`config.mk`:
```
export PLATFORM = sky130hd
export DESIGN_NAME = uart_alu_if
export DESIGN_NICKNAME = d
export VERILOG_FILES = /design/src/rtl/uart_alu_if.sv
export SDC_FILE = /design/constraint.sdc
export NUM_CORES = 1
export LEC_CHECK = 0
export ABC_AREA = 1
export ABC_CLOCK_PERIOD_IN_PS = 4500
export BUFFER_PORTS_ARGS = -buffer_cell sky130_fd_sc_hd__buf_2
export CORE_MARGIN = 4
export CORE_UTILIZATION = 32
export CTS_CLUSTER_SIZE = 40
export DETAILED_ROUTE_END_ITERATION = 8
export GPL_TIMING_DRIVEN = 0
export PLACE_DENSITY_LB_ADDON = 0.1
export SKIP_LAST_GASP = 1
export SLEW_MARGIN = 20
export SYNTH_ARGS = -nofsm -noshare
export SYNTH_HDL_FRONTEND = slang
export SYNTH_SLANG_ARGS = --single-unit
```
`constraint.sdc`:
```
create_clock -name i_clock -period 4.5 [get_ports i_clock]
set_input_delay 0.45 -clock i_clock [delete_from_list [all_inputs] [get_ports i_clock]]
set_output_delay 0.45 -clock i_clock [all_outputs]
set_load 0.01 [all_outputs]
```
`src/rtl/uart_alu_if.sv`:
```
// uart_alu_if
//   Bridges a byte-oriented UART to a combinational ALU. Three received bytes
//   form one frame: operand A, operand B, opcode. After the opcode arrives the
//   ALU result is captured and handed to the UART transmitter. Invalid opcodes
//   and stalled frames are reported with a one-cycle error pulse.
//
// Ports
//   i_clock       single clock, rising edge
//   i_reset       asynchronous, active-high reset
//   i_rx_done     receiver done level (held high for many cycles per byte)
//   i_rx_data     received byte, valid while i_rx_done is high
//   i_alu_result  combinational ALU result for o_data_a/o_data_b/o_opcode
//   i_tx_busy     transmitter busy
//   o_data_a      registered operand A
//   o_data_b      registered operand B
//   o_opcode      registered opcode (low OPCODE_WIDTH bits of the opcode byte)
//   o_tx_start    one-cycle transmit request
//   o_tx_data     byte to transmit
//   o_error       one-cycle pulse on invalid opcode or inter-byte timeout
//   o_state       one-hot FSM state, for observation only
//
// Handshakes
//   Receive: a byte is taken on the rising edge of i_rx_done (registered value
//   0, current value 1); a level held high counts once. Transmit: o_tx_start
//   is issued only in a cycle where i_tx_busy was sampled low; the transfer is
//   considered finished once i_tx_busy has been seen high and then low again.
module uart_alu_if #(
  parameter int DATA_WIDTH     = 8,
  parameter int OPCODE_WIDTH   = 6,
  parameter int TIMEOUT_CYCLES = 50000
) (
  input  logic                    i_clock,
  input  logic                    i_reset,
  input  logic                    i_rx_done,
  input  logic [DATA_WIDTH-1:0]   i_rx_data,
  input  logic [DATA_WIDTH-1:0]   i_alu_result,
  input  logic                    i_tx_busy,
  output logic [DATA_WIDTH-1:0]   o_data_a,
  output logic [DATA_WIDTH-1:0]   o_data_b,
  output logic [OPCODE_WIDTH-1:0] o_opcode,
  output logic                    o_tx_start,
  output logic [DATA_WIDTH-1:0]   o_tx_data,
  output logic                    o_error,
  output logic [5:0]              o_state
);

  localparam int CNT_W = $clog2(TIMEOUT_CYCLES + 1);
  localparam logic [CNT_W-1:0] CNT_MAX = CNT_W'(TIMEOUT_CYCLES);

  localparam logic [5:0] S_WAIT_A  = 6'b000001;
  localparam logic [5:0] S_WAIT_B  = 6'b000010;
  localparam logic [5:0] S_WAIT_OP = 6'b000100;
  localparam logic [5:0] S_COMPUTE = 6'b001000;
  localparam logic [5:0] S_SEND    = 6'b010000;
  localparam logic [5:0] S_WAIT_TX = 6'b100000;

  localparam logic [OPCODE_WIDTH-1:0] OP_ADD = OPCODE_WIDTH'(6'b100000);
  localparam logic [OPCODE_WIDTH-1:0] OP_SUB = OPCODE_WIDTH'(6'b100010);
  localparam logic [OPCODE_WIDTH-1:0] OP_AND = OPCODE_WIDTH'(6'b100100);
  localparam logic [OPCODE_WIDTH-1:0] OP_OR  = OPCODE_WIDTH'(6'b100101);
  localparam logic [OPCODE_WIDTH-1:0] OP_XOR = OPCODE_WIDTH'(6'b100110);
  localparam logic [OPCODE_WIDTH-1:0] OP_NOR = OPCODE_WIDTH'(6'b100111);
  localparam logic [OPCODE_WIDTH-1:0] OP_SRA = OPCODE_WIDTH'(6'b000011);
  localparam logic [OPCODE_WIDTH-1:0] OP_SRL = OPCODE_WIDTH'(6'b000010);

  logic [5:0]       state;
  logic             rx_done_q;
  logic             accept;
  logic [CNT_W-1:0] to_cnt;     // inter-byte idle counter (WAIT_B / WAIT_OP)
  logic [CNT_W-1:0] tx_cnt;     // wait for transmitter to pick up the byte
  logic             busy_seen;  // transmitter has gone busy since o_tx_start

  function automatic logic opcode_valid(input logic [OPCODE_WIDTH-1:0] op);
    case (op)
      OP_ADD, OP_SUB, OP_AND, OP_OR, OP_XOR, OP_NOR, OP_SRA, OP_SRL:
        opcode_valid = 1'b1;
      default:
        opcode_valid = 1'b0;
    endcase
  endfunction

  assign accept  = i_rx_done & ~rx_done_q;
  assign o_state = state;

  always_ff @(posedge i_clock or posedge i_reset) begin
    if (i_reset) begin
      state      <= S_WAIT_A;
      rx_done_q  <= 1'b0;
      to_cnt     <= '0;
      tx_cnt     <= '0;
      busy_seen  <= 1'b0;
      o_data_a   <= '0;
      o_data_b   <= '0;
      o_opcode   <= '0;
      o_tx_data  <= '0;
      o_tx_start <= 1'b0;
      o_error    <= 1'b0;
    end else begin
      // The edge detector always tracks i_rx_done, so bytes that arrive while
      // the frame is being computed or sent are swallowed, not replayed.
      rx_done_q  <= i_rx_done;
      o_tx_start <= 1'b0;
      o_error    <= 1'b0;
      to_cnt     <= '0;
      tx_cnt     <= '0;
      busy_seen  <= 1'b0;

      case (state)
        S_WAIT_A: begin
          if (accept) begin
            o_data_a <= i_rx_data;
            state    <= S_WAIT_B;
          end
        end

        S_WAIT_B: begin
          if (accept) begin
            o_data_b <= i_rx_data;
            state    <= S_WAIT_OP;
          end else if (to_cnt == CNT_MAX) begin
            o_error <= 1'b1;
            state   <= S_WAIT_A;
          end else begin
            to_cnt <= to_cnt + 1'b1;
          end
        end

        S_WAIT_OP: begin
          if (accept) begin
            o_opcode <= i_rx_data[OPCODE_WIDTH-1:0];
            state    <= S_COMPUTE;
          end else if (to_cnt == CNT_MAX) begin
            o_error <= 1'b1;
            state   <= S_WAIT_A;
          end else begin
            to_cnt <= to_cnt + 1'b1;
          end
        end

        // Operands and opcode are already registered, so the ALU result is
        // stable in this cycle.
        S_COMPUTE: begin
          if (opcode_valid(o_opcode)) begin
            o_tx_data <= i_alu_result;
            state     <= S_SEND;
          end else begin
            o_error <= 1'b1;
            state   <= S_WAIT_A;
          end
        end

        S_SEND: begin
          if (!i_tx_busy) begin
            o_tx_start <= 1'b1;
            state      <= S_WAIT_TX;
          end
        end

        // Completion is busy-then-idle; if the transmitter never reacts, give
        // up quietly after TIMEOUT_CYCLES so the link does not lock up.
        S_WAIT_TX: begin
          tx_cnt    <= tx_cnt + 1'b1;
          busy_seen <= busy_seen | i_tx_busy;
          if (busy_seen && !i_tx_busy) begin
            state <= S_WAIT_A;
          end else if (!busy_seen && !i_tx_busy && tx_cnt == CNT_MAX) begin
            state <= S_WAIT_A;
          end
        end

        default: state <= S_WAIT_A;
      endcase
    end
  end

endmodule

```
==> run metrics <==
run status completed; largest net degree at the start of global routing 38; Worst Hold Class in2async; syn nets approximately 430; Die H approximately 110 um; worst clock skew between 0.015 and 0.02 ns; Max Transition Viols Final 0; final core occ roughly 40%; antenna cell count 0; Peak Freq ~0.61 GHz; Rel. slew slack a little under two thirds; CTS resizes 0; Fillers around 1100; final worst path period need 1.63 ns; Hold-fix buffers, CTS 0; routed length per instance 12.4 um; Cells after Synth just over 400; worst skew pair latency roughly 0.35 ns; Ports between 50 and 60; Clock Tree Buf Depth 2; Routed Antenna Nets 0; total CTS buffers 9; clk slew on worst S/H paths approximately 0.09 ns; Worst-Margin Slew approximately 0.54 ns; Final period util between 30% and 40%; Slowest-stage cell, CP dfrtp_1; most common cell after layout, fill and taps aside nand2_1; sequential area share after synthesis 53.9%; DR DRC count 0; I/O Buffers 57; Startpoint Class register; core area 0.0102 mm2; critical-path maximum fanout 10; share of cells above drive strength 1 approximately a fifth; Clock H-tree levels 3; most frequent cells in the layout nand2_1, dfrtp_1, buf_2; Post-Syn Area around 0.0033 mm2; CP peak stage delay 0.48 ns; Finish-stage setup viols 0; clk root buf clkbuf_8; global-route wire length before repair around 13000 um; Via density around 4.5; global route overflow 0; FF+latch count, synth 72; Crit path arrival time around 1.9 ns; clock sink count 72; crit end category register; Initial DRC Count between 100 and 150; critical path data required time around 4.7 ns; RSZ-0062 raised after global routing false; routed wire length roughly 7700 um; Mapped Avg Cell Area just over 8 um2; Area growth syn-to-layout 21.1%; via count roughly 2800; die width 110 um; Peak VDD IR 0.257 mV; dpl hpwl 5750 um; initial antenna violation count 0; vias in the first global route ~2800; Power Density between 400 and 500 mW/mm2; Pleak 1.95 nW; TritonCTS clock tree built; Final Hold Viols 0; crit path cell chain inv_1 > nor2_2 > nand4_2 > clkbuf_1 > nand2_1 > o21ai_0; Die Area ~0.012 mm2; gpl congestion 0.797; FP Rows 37; Cell variety after synth 28; kind of critical path reg2reg; # Max-Cap Violations 0; final setup TNS 0 ns; Ys Warns 0; Net count, final 500; Setup Buffers After CTS 0; GR Util All Layers approximately 14%; Initial Utilization ~33%; Pre-antenna DRT Iters 4
==> final timing paths <==
kind                                                 end  cells after the start  slack, ns                     start
worst min register to register  o_tx_data[4]$_DFFE_PP0P_                      2       0.47  o_tx_data[4]$_DFFE_PP0P_
worst max register to register   o_data_b[7]$_DFFE_PP0P_                      6       2.87    o_state[1]$_DFFE_PP0P_
worst min-delay path             o_data_a[7]$_DFFE_PP0P_                      2       0.13                   i_reset
worst max-delay path             o_data_b[7]$_DFFE_PP0P_                      6       2.87    o_state[1]$_DFFE_PP0P_
min in group i_clock                 rx_done_q$_DFF_PP0_                      1       0.23                 i_rx_done
max in group asynchronous            to_cnt[8]$_DFF_PP0_                      3       3.80                   i_reset
==> final cells by class <==
class	count	area (um2)	share of cell area, %
flip-flops and latches	72	1800	44.5
repair buffers	58	305	7.54
inverters	61	231	5.72
clock buffers	9	124	3.06
clock inverters	7	103	2.53
well taps	136	170	4.20
multi-input cells	272	1300	32.2
plain buffers	2	8.76	0.216
==> kinds of logic (layout without fill, tap and decap cells) <==
kind of cell             Yosys count  in the layout  synth area share [%]
AND/OR/NAND/NOR                  210            210                  28.1
flip-flops                        72             72                  53.9
buffers and inverters             63            137                  7.11
AO/OA/AOI/OAI                     54             54                  8.35
adder cells (fa/ha/maj)            4              4                  1.50
XOR/XNOR                           4              4                  1.05
==> metal layers <==
metal  vias to the layer above  wire [um]  GRT usage (%)
met2                        54       3390           20.5
met5                         -          0              0
met1                      1285       3730           18.6
li1                       1425          -              -
met4                         0        193           6.16
met3                        15        345           3.38
==> report_power, final <==
group	internal, mW	switching [mW]
registers	0.744	0.0714
logic	0.149	0.238
clock network	0.318	0.265
==> Yosys cell counts (all sizes together) <==
master  number  area [um2]
buf          1        5.00
ha           4        50.1
a21oi       14        70.1
nor3b        2        15.0
nand3       26         130
and3         2        12.5
nand4        9        62.6
a211oi       2        15.0
xnor2        2        17.5
clkbuf       1        3.75
nor2        57         246
xor2         2        17.5
nor3        11        82.6
inv         61         229
dfrtp       71        1780
a31oi        1        6.26
o21ai       36         180
nand2      103         389
dfstp        1        26.3
o31ai        1        7.51
==> stage by stage <==
stage	power [mW]	cell area [um2]	hold WS [ns]	instances	setup slack, ns
2_1_floorplan	1.05	3340	0.455	407	2.23
3_3_place_gp	1.22	3800	0.454	600	1.14
3_5_place_dp	1.22	3820	0.453	601	2.70
4_1_cts	1.82	4050	0.131	617	2.82
5_1_grt	1.90	4050	0.158	617	2.63
6_report	1.79	4050	0.131	617	2.87
==> worst max-delay path: cells and delay by family, from the launching register on <==
kind                   cells  cell delay (ns)
DFF                        1             0.48
AOI/OAI and AO/OA          1             0.09
buffers and inverters      2             0.42
and+or+nand+nor            3             0.53
==> registers in the layout, summed over array words and instances, names as in the netlist <==
register    count
o_data_b        8
to_cnt         16
o_tx_start      1
o_error         1
o_opcode        6
o_tx_data       8
o_state         6
rx_done_q       1
busy_seen       1
tx_cnt         16
o_data_a        8
Power figures use the tool's default switching activity.
